## src/rtl/spi_cfg_pkg.sv

```systemverilog
// spi_cfg_pkg: shared state encoding and constants for the SPI register sequencer
package spi_cfg_pkg;
  typedef enum logic [2:0] {
    S_IDLE, S_LOAD, S_SHIFT, S_GAP, S_RD_CMD, S_RD_SHIFT, S_RD_GAP, S_DONE
  } state_e;
  localparam logic [3:0] RD_CMD_DEF = 4'hE;
  function automatic int frame_len(input int dw, input int div);
    return dw * 2 * div;
  endfunction
endpackage

```

## src/rtl/spi_frame_shifter.sv

```systemverilog
// spi_frame_shifter: one full-duplex DATA_W-bit SPI frame with start/done handshake
module spi_frame_shifter
  import spi_cfg_pkg::*;
#(
  parameter int DATA_W    = 32,
  parameter int CLK_DIV   = 4,
  parameter int LSB_FIRST = 1
) (
  input  logic              clk,
  input  logic              rst,
  input  logic              i_start,
  input  logic [DATA_W-1:0] i_data,
  input  logic              i_miso,
  output logic              o_busy,
  output logic              o_done,
  output logic              o_sclk,
  output logic              o_mosi,
  output logic              o_le,
  output logic [DATA_W-1:0] o_rdata
);
  localparam int DIVW = $clog2(2 * CLK_DIV);
  localparam int BW   = $clog2(DATA_W + 1);
  logic              r_act;
  logic [DIVW-1:0]   r_div;
  logic [BW-1:0]     r_bit;
  logic [DATA_W-1:0] r_tx, r_rx;
  logic              w_eob, w_smp, w_last;
  assign w_eob   = r_div == DIVW'(2 * CLK_DIV - 1);
  assign w_smp   = r_div == DIVW'(CLK_DIV - 1);
  assign w_last  = r_bit == BW'(DATA_W - 1);
  assign o_busy  = r_act;
  assign o_done  = r_act && w_eob && w_last;
  assign o_sclk  = r_act && (r_div >= DIVW'(CLK_DIV));
  assign o_mosi  = r_act && (LSB_FIRST != 0 ? r_tx[0] : r_tx[DATA_W-1]);
  assign o_le    = !r_act;
  assign o_rdata = r_rx;
  // miso is captured on the clock edge that raises spi_clk
  always_ff @(posedge clk) begin
    if (rst) begin
      r_act <= 1'b0;
      r_div <= '0;
      r_bit <= '0;
      r_tx  <= '0;
      r_rx  <= '0;
    end else if (!r_act) begin
      if (i_start) begin
        r_act <= 1'b1;
        r_div <= '0;
        r_bit <= '0;
        r_tx  <= i_data;
      end
    end else begin
      r_div <= w_eob ? '0 : r_div + DIVW'(1);
      if (w_smp)
        r_rx <= LSB_FIRST != 0 ? {i_miso, r_rx[DATA_W-1:1]} : {r_rx[DATA_W-2:0], i_miso};
      if (w_eob) begin
        r_tx  <= LSB_FIRST != 0 ? r_tx >> 1 : r_tx << 1;
        r_bit <= r_bit + BW'(1);
        r_act <= !w_last;
      end
    end
  end
endmodule

```

## src/rtl/spi_reg_sequencer.sv

```systemverilog
// spi_reg_sequencer: streams a register table over SPI with optional readback verify
module spi_reg_sequencer
  import spi_cfg_pkg::*;
#(
  parameter int              DATA_W     = 32,
  parameter int              NUM_REGS   = 16,
  parameter int              CLK_DIV    = 4,
  parameter int              GAP_CYCLES = 600,
  parameter int              LSB_FIRST  = 1,
  parameter logic [3:0]      RD_CMD     = RD_CMD_DEF,
  parameter logic [DATA_W-1:0] CMP_MASK = {DATA_W{1'b1}} << 4,
  localparam int             AW         = $clog2(NUM_REGS)
) (
  input  logic              clk,
  input  logic              rst,
  input  logic              start,
  input  logic [AW:0]       num_words,
  input  logic              verify_en,
  input  logic              tbl_we,
  input  logic [AW-1:0]     tbl_addr,
  input  logic [DATA_W-1:0] tbl_wdata,
  output logic              busy,
  output logic              done,
  output logic              spi_clk,
  output logic              spi_mosi,
  output logic              spi_le,
  input  logic              spi_miso,
  output logic              spi_syn,
  output logic              spi_powerdn,
  output logic              rd_valid,
  output logic [AW-1:0]     rd_index,
  output logic [DATA_W-1:0] rd_data,
  output logic              err,
  output logic [7:0]        err_cnt
);
  localparam int CW = $clog2(GAP_CYCLES);
  state_e            r_state;
  logic [AW:0]       r_n;
  logic [AW-1:0]     r_idx;
  logic [CW-1:0]     r_cnt;
  logic              r_ver, r_cap;
  logic [DATA_W-1:0] r_tbl [NUM_REGS];
  logic              w_go, w_sh_busy, w_sh_done, w_gap_end, w_last, w_mis;
  logic [DATA_W-1:0] w_tx, w_rdata, w_cmd;
  assign w_cmd       = DATA_W'({4'(r_idx), RD_CMD});
  assign w_go        = r_state == S_LOAD || ((r_state == S_RD_CMD || r_state == S_RD_SHIFT) && !w_sh_busy);
  assign w_tx        = r_state == S_LOAD ? r_tbl[r_idx] : r_state == S_RD_CMD ? w_cmd : '0;
  assign w_gap_end   = r_cnt == CW'(GAP_CYCLES - 2);
  assign w_last      = {1'b0, r_idx} == r_n - (AW+1)'(1);
  assign w_mis       = |((w_rdata ^ r_tbl[r_idx]) & CMP_MASK);
  assign busy        = r_state != S_IDLE && r_state != S_DONE;
  assign done        = r_state == S_DONE;
  assign spi_syn     = 1'b1;
  assign spi_powerdn = 1'b1;
  spi_frame_shifter #(.DATA_W(DATA_W), .CLK_DIV(CLK_DIV), .LSB_FIRST(LSB_FIRST)) u_shift (
    .clk(clk), .rst(rst), .i_start(w_go), .i_data(w_tx), .i_miso(spi_miso),
    .o_busy(w_sh_busy), .o_done(w_sh_done), .o_sclk(spi_clk), .o_mosi(spi_mosi),
    .o_le(spi_le), .o_rdata(w_rdata)
  );
  always_ff @(posedge clk)
    if (tbl_we && !busy) r_tbl[tbl_addr] <= tbl_wdata;
  // gap states last GAP_CYCLES-1 cycles; the launch cycle that follows completes the gap
  always_ff @(posedge clk) begin
    if (rst) begin
      r_state  <= S_IDLE;
      r_n      <= '0;
      r_idx    <= '0;
      r_cnt    <= '0;
      r_ver    <= 1'b0;
      r_cap    <= 1'b0;
      rd_valid <= 1'b0;
      rd_index <= '0;
      rd_data  <= '0;
      err      <= 1'b0;
      err_cnt  <= '0;
    end else begin
      rd_valid <= 1'b0;
      case (r_state)
        S_IDLE: if (start) begin
          r_n     <= num_words > (AW+1)'(NUM_REGS) ? (AW+1)'(NUM_REGS) : num_words;
          r_ver   <= verify_en;
          r_idx   <= '0;
          err     <= 1'b0;
          err_cnt <= '0;
          r_state <= num_words == '0 ? S_DONE : S_LOAD;
        end
        S_LOAD: r_state <= S_SHIFT;
        S_SHIFT: if (w_sh_done) begin
          r_cnt   <= '0;
          r_state <= S_GAP;
        end
        S_GAP: if (w_gap_end) begin
          r_idx   <= w_last ? '0 : r_idx + AW'(1);
          r_state <= !w_last ? S_LOAD : r_ver ? S_RD_CMD : S_DONE;
        end else r_cnt <= r_cnt + CW'(1);
        S_RD_CMD: if (w_sh_done) begin
          r_cnt   <= '0;
          r_cap   <= 1'b0;
          r_state <= S_RD_GAP;
        end
        S_RD_SHIFT: if (w_sh_done) begin
          r_cnt    <= '0;
          r_cap    <= 1'b1;
          r_state  <= S_RD_GAP;
          rd_valid <= 1'b1;
          rd_index <= r_idx;
          rd_data  <= w_rdata;
          err      <= err | w_mis;
          err_cnt  <= w_mis && !(&err_cnt) ? err_cnt + 8'd1 : err_cnt;
        end
        S_RD_GAP: if (w_gap_end) begin
          r_idx   <= r_cap && !w_last ? r_idx + AW'(1) : r_idx;
          r_state <= !r_cap ? S_RD_SHIFT : w_last ? S_DONE : S_RD_CMD;
        end else r_cnt <= r_cnt + CW'(1);
        S_DONE: r_state <= S_IDLE;
      endcase
    end
  end
endmodule

```

## config.mk

```make
export PLATFORM = sky130hd
export DESIGN_NAME = spi_reg_sequencer
export DESIGN_NICKNAME = d
export VERILOG_FILES = /design/src/rtl/spi_cfg_pkg.sv /design/src/rtl/spi_frame_shifter.sv /design/src/rtl/spi_reg_sequencer.sv
export SDC_FILE = /design/constraint.sdc
export NUM_CORES = 1
export LEC_CHECK = 0
export ABC_AREA = 0
export BUFFER_PORTS_ARGS = -buffer_cell sky130_fd_sc_hd__buf_4
export CORE_MARGIN = 5
export CORE_UTILIZATION = 38
export CTS_CLUSTER_DIAMETER = 120
export DETAILED_ROUTE_END_ITERATION = 8
export PLACE_DENSITY_LB_ADDON = 0.1
export REMOVE_ABC_BUFFERS = 1
export SYNTH_ARGS = -nofsm -noshare
export SYNTH_HDL_FRONTEND = slang
export SYNTH_SLANG_ARGS = --single-unit
```

## constraint.sdc

```tcl
create_clock -name clk -period 7.7 [get_ports clk]
set_clock_uncertainty 0.1 [all_clocks]
set_input_delay 1.54 -clock clk [delete_from_list [all_inputs] [get_ports clk]]
set_output_delay 1.54 -clock clk [all_outputs]
set_load 0.01 [all_outputs]
```

Word-level counts from Yosys, hierarchy flattened
Memory sizes are Yosys's and may differ from the RTL's. A register that Yosys moved wholly into a read port is not among the register bits.
Index checks and enable logic that the tools add are counted.
{ "totals": {"register_bits": 144, "mem_bits_rw": 512, "input_bits": 47, "out_inout_bits": 53, "word_cells": 143, "memories": 1} }
{ "classes": {"addsub": 6, "n_lt_le_gt_ge": 2, "n_eq_ne": 25, "n_mux": 50, "bitwise_logic": 3, "n_reduce_logical": 40} }
{ "mem_list": {"columns": ["memory", "depth", "word_bits", "rd", "rd_clocked_by_memory_dff", "wr", "line_no", "rtl"], "rows": [
  ["r_tbl", 16, 32, 1, 1, 1, "spi_reg_sequencer.sv:42", "logic [DATA_W-1:0] r_tbl [NUM_REGS];"]
]} }
{ "op_table": {"columns": ["op", "count"], "rows": [
  ["two-way mux 32 bit", 4],
  ["two-way mux 8 bit", 4],
  ["bitwise XOR 32 bit", 1],
  ["two-way mux 3 bit", 10],
  ["two-way mux 4 bit", 7],
  ["OR reduction 28 bit", 1],
  ["case mux 3 bit (7 select lines)", 1],
  ["two-way mux 10 bit", 2],
  ["case mux 10 bit (2 select lines)", 1],
  ["two-way mux 6 bit", 3],
  ["case mux 8 bit (2 select lines)", 1],
  ["== test 3 bit, second input constant", 5],
  ["!= test 2 x 1 -> 1 bit, second input constant", 6],
  ["!= test 2 bit, second input constant", 6],
  ["case mux 4 bit (3 select lines)", 1],
  ["adder 10 x 1 -> 10 bit, second input constant", 1],
  ["== test 10 bit, second input constant", 1],
  ["two-way mux 1 bit", 10],
  ["AND reduction 5 bit", 2],
  ["== test 3 x 2 -> 1 bit, second input constant", 3],
  ["logical AND 1 bit", 9],
  ["AND reduction 3 bit", 3],
  ["adder 8 x 1 -> 8 bit, second input constant", 1],
  ["AND reduction 2 bit", 4],
  ["25 further kinds", 39]
]} }

Depth between registers and ports, before layout
{ "logic_depth": {"word_depth": 9, "mapped_depth": 15} }

Modules after synthesis
Synthesis repeated with hierarchy kept, for this count alone.
{ "unflattened": {"hier_cells": 1801, "hier_area_um2": 26980.9} }
{ "modules_own_cells": {"columns": ["module", "instances", "cells_each", "area_each_um2", "seq_area_each_um2"], "rows": [
  ["spi_reg_sequencer", 1, 1461, 23998.0, 16856.2],
  ["spi_frame_shifter", 1, 340, 2982.9, 1481.4]
]} }

Worst setup path after synthesis
Ideal clock, no wire load.
{ "synth_timing": {"kind": "input -> register", "start": "input tbl_we", "end": "memory r_tbl[0][0], enable pin", "setup_time_ns": 0.461, "arrival_time_ns": 4.181, "path_slack_ns": 2.957, "path_stages": 3, "path_buffers": 0, "path_cell_list": "nand2_1 -> or3_1 -> nor3_1"} }
{ "synth_between": {"elab_chain_len": 3} }
{ "synth_rtl": {"columns": ["element", "line_no", "rtl"], "rows": [
  ["from (decl)", "spi_reg_sequencer.sv:19", "input logic tbl_we,"],
  ["logical AND 1 bit", "spi_reg_sequencer.sv:61", "if (tbl_we && !busy) r_tbl[tbl_addr] <= tbl_wdata;"],
  ["two-way mux 1 bit", "spi_reg_sequencer.sv:61", null],
  ["two-way mux 1 bit (implied by the code)", "spi_reg_sequencer.sv:61", null],
  ["to (decl)", "spi_reg_sequencer.sv:42", null]
]} }
Every way passes these cells.

==> metrics.csv <==
stage,metric,value,unit
status,status,completed,
yosys,syn_area,26500,sq um
yosys,synth_warnings,0,
floorplan,pin_count,100,
yosys,yosys.area.top_type,edfxtp_1,
min_path,min_path_type,flip-flop to flip-flop,
sta,setup_viol,0,
critical_path,cp_top_family,simple AND/OR/NAND/NOR gates,
final_layout,regArea,18400,sq um
yosys,yosysUniqueCellTypes,72,
yosys,yosysSeqAreaShare,69.3,%
routing,wl_per_cell,24.8,um
routing,first_pass_iters,6,
sta,rsz0062_at_grt,false,
cts,insertion_delay,610,ps
final_layout,finalNetCount,1910,
final_layout,fill_cells,6133,
yosys,synth.most_common_cell,edfxtp_1,
sta,final_hold_viol_count,0,
yosys,synth_edf_count,512,
floorplan,start_util,38.5,%
global_routing,grt_pass1_wl,105000,um
critical_path,slowest_stage,dfxtp_4,
critical_path,cp_max_fo,37,
cts,numCtsBuffers,72,
cts,clock_sinks,660,
pwr,p_per_area,277,nW/um^2
cts,cts_root_buf,clkbuf_16,
routing,routed_via_density,5.39,
routing,vias,15300,
placed_design,pre_cts_slack,3390,ps
cts,cts_tree,yes,
critical_path,cp-end-kind,flip-flop,
sta,setup-tns-final,0,ps
global_routing,antenna_found_initial,2,
global_routing,grt_max_degree,91,
yosys,synth-seq-cells,660,
yosys,synthCells,1757,
critical_path,slowest_delay,830,ps
final_layout,drive_gt1_share,20.3,%
routing,drcViolationCount,0,
cts,ctsResizeCount,0,
critical_path,worstPathRequired,8090,ps
sta,finalCritPeriodShare,55.9,%
run,cap_violations,0,
yosys,synth_commonest_cells,"512 x edfxtp_1, 251 x nand2_1, 148 x dfxtp_1, 110 x mux4_2, 99 x a21oi_1",
sta,fmax,232,MHz
critical_path,critPathKind,flip-flop to flip-flop,
floorplan,placeableCoreArea,68800,sq um
cts,cts_hold_buf,0,
routing,initialDrtViolationCount,1197,
floorplan,dieArea,75100,sq um
pwr,p_leak,0.00970,uW
floorplan,fp.dieW,274,um
critical_path,cp_data_arrival_time,4690,ps
global_routing,grt_usage,18.8,%
final_layout,syn_to_final_growth,15.2,%
yosys,synth_top_area_share,58.1,%
placed_design,numPortBuffers,97,
floorplan,die_h,274,um
yosys,yosys_most_used_dff,edfxtp_1,
global_routing,grt_pass1_vias,15600,
cts,clkSlewWorstSetupHoldPaths,60,ps
placed_design,placed_area,28200,sq um
yosys,synth.avg_cell_area,15.1,sq um
sta,slew_viol_final,0,
routing,ant_nets,0,
sta,slew_headroom,27.8,%
pwr,vdd_drop_max,0.145,mV
placed_design,hpwl,38800,um
placed_design,gp_routability_congestion,0.766,
critical_path,path_cells,buf_4 -> nand2b_1 -> o32ai_1 -> a2111oi_2 -> xnor2_1 -> nand2_1 -> nor4_1 -> nand4_1 -> or2_1 -> a32oi_2 -> nand2_1,
yosys,ys_async_sr_fraction,0,%
yosys,synth_area_leaders,"edfxtp_1 58%, dfxtp_1 11%, mux4_2 9.4%",
final_layout,multi_input_area,7630,sq um
cts,clock_path_buffers,3,
routing,drt-total-wl,70700,um
sta,worst_slew_pin_slew,1080,ps
final_layout,fin_area,30500,sq um
final_layout,fin_util,44.3,%
critical_path,path_buf_inv,1,
cts,cts_htree_levels,3,
critical_path,crit_top_cell,nand2_1,
cts,cts_setup_buffers,0,
global_routing,overflow,0,
critical_path,cp-start-kind,flip-flop,
sta,setup_ws,3400,ps
sta,fin_crit,4300,ps
floorplan,row_count,96,
pwr,total_power,8460,uW
cell type report:
class                           count  area share (%)
Antenna cell                        2          0.0164
Clock buffer                      105            6.58
Clock inverter                     28           0.960
Inverter                           16           0.197
Multi-Input combinational cell    976            25.0
Sequential cell                   660            60.2
Tap cell                          931            3.82
Timing Repair Buffer              128            3.23
where the power goes:
group | total, uW | internal (uW) | switching (uW)
registers | 4090 | 3970 | 120
clock network | 3370 | 1960 | 1410
logic | 1000 | 385 | 618
total | 8460 | 6320 | 2140
state kept, by name, summed over array words and instances, names as in the netlist, 5 cells and up, named ones only:
name,flops
u_shift.r_bit,6
r_cnt,10
r_tbl,512
err_cnt,8
rd_data,32
u_shift.r_tx,32
u_shift.o_rdata,32
r_n,5
worst register-to-register path: cells and delay by family (launching register included):
kind | cells | cell delay, ps
compound gates | 3 | 940
xor+xnor | 1 | 180
buf+inv | 1 | 570
flops | 1 | 830
simple gates | 6 | 1590
cells by family after synthesis:
| logic type | synth area share (%) |
|---|---|
| muxes | 12.6 |
| other | 0.0142 |
| adders and majority gates | 0.425 |
| buffers and inverters | 2.41 |
| and+or+nand+nor | 8.57 |
| DFF | 69.3 |
| xor gates and xnor gates | 1.46 |
| AOI/OAI and AO/OA | 5.25 |
placed cells by master, fill, tap and decap left out, drive strengths merged, types with 8 or more instances in the layout:
| master | n |
|---|---|
| clkinv | 19 |
| xnor2 | 20 |
| nand2 | 251 |
| nand2b | 9 |
| dfxtp | 148 |
| nor2 | 96 |
| xor2 | 24 |
| nor3 | 24 |
| nand4 | 16 |
| nor2b | 9 |
| and3 | 12 |
| o21ai | 19 |
| nand3 | 48 |
| nor4 | 9 |
| buf | 128 |
| ha | 9 |
| edfxtp | 512 |
| a22oi | 9 |
| o211ai | 8 |
| inv | 18 |
| a221oi | 9 |
| mux2i | 60 |
| mux4 | 110 |
| a21oi | 99 |
| mux2 | 22 |
| clkbuf | 105 |
| a31oi | 32 |
metrics by stage:
| step | cells | hold WS, ps |
|---|---|---|
| finish | 2846 | 352 |
| global route | 2844 | 380 |
| CTS | 2844 | 355 |
| detailed placement | 2711 | 347 |
| global placement | 2711 | 344 |
| floorplan | 1652 | 326 |
metal layers:
metal,global-route usage (%),up-vias,share of wire [%]
met5,0,-,0
met4,4.49,0,1.8
met3,3.08,85,4.7
met2,30.5,372,48
met1,26.7,7955,46
li1,-,6928,-
final timing paths:
kind                            startpoint                        to  slack [ps]  cells after the start
setup / recovery                 flip-flop   err_cnt[5]$_SDFFE_PP0P_        3400                     11
hold / removal    rd_data[31]$_SDFFE_PP0P_  rd_data[31]$_SDFFE_PP0P_         350                      2
setup reg to reg                 flip-flop   err_cnt[5]$_SDFFE_PP0P_        3400                     11
hold reg to reg   rd_data[31]$_SDFFE_PP0P_  rd_data[31]$_SDFFE_PP0P_         350                      2
(Power assumes the default switching activity.)
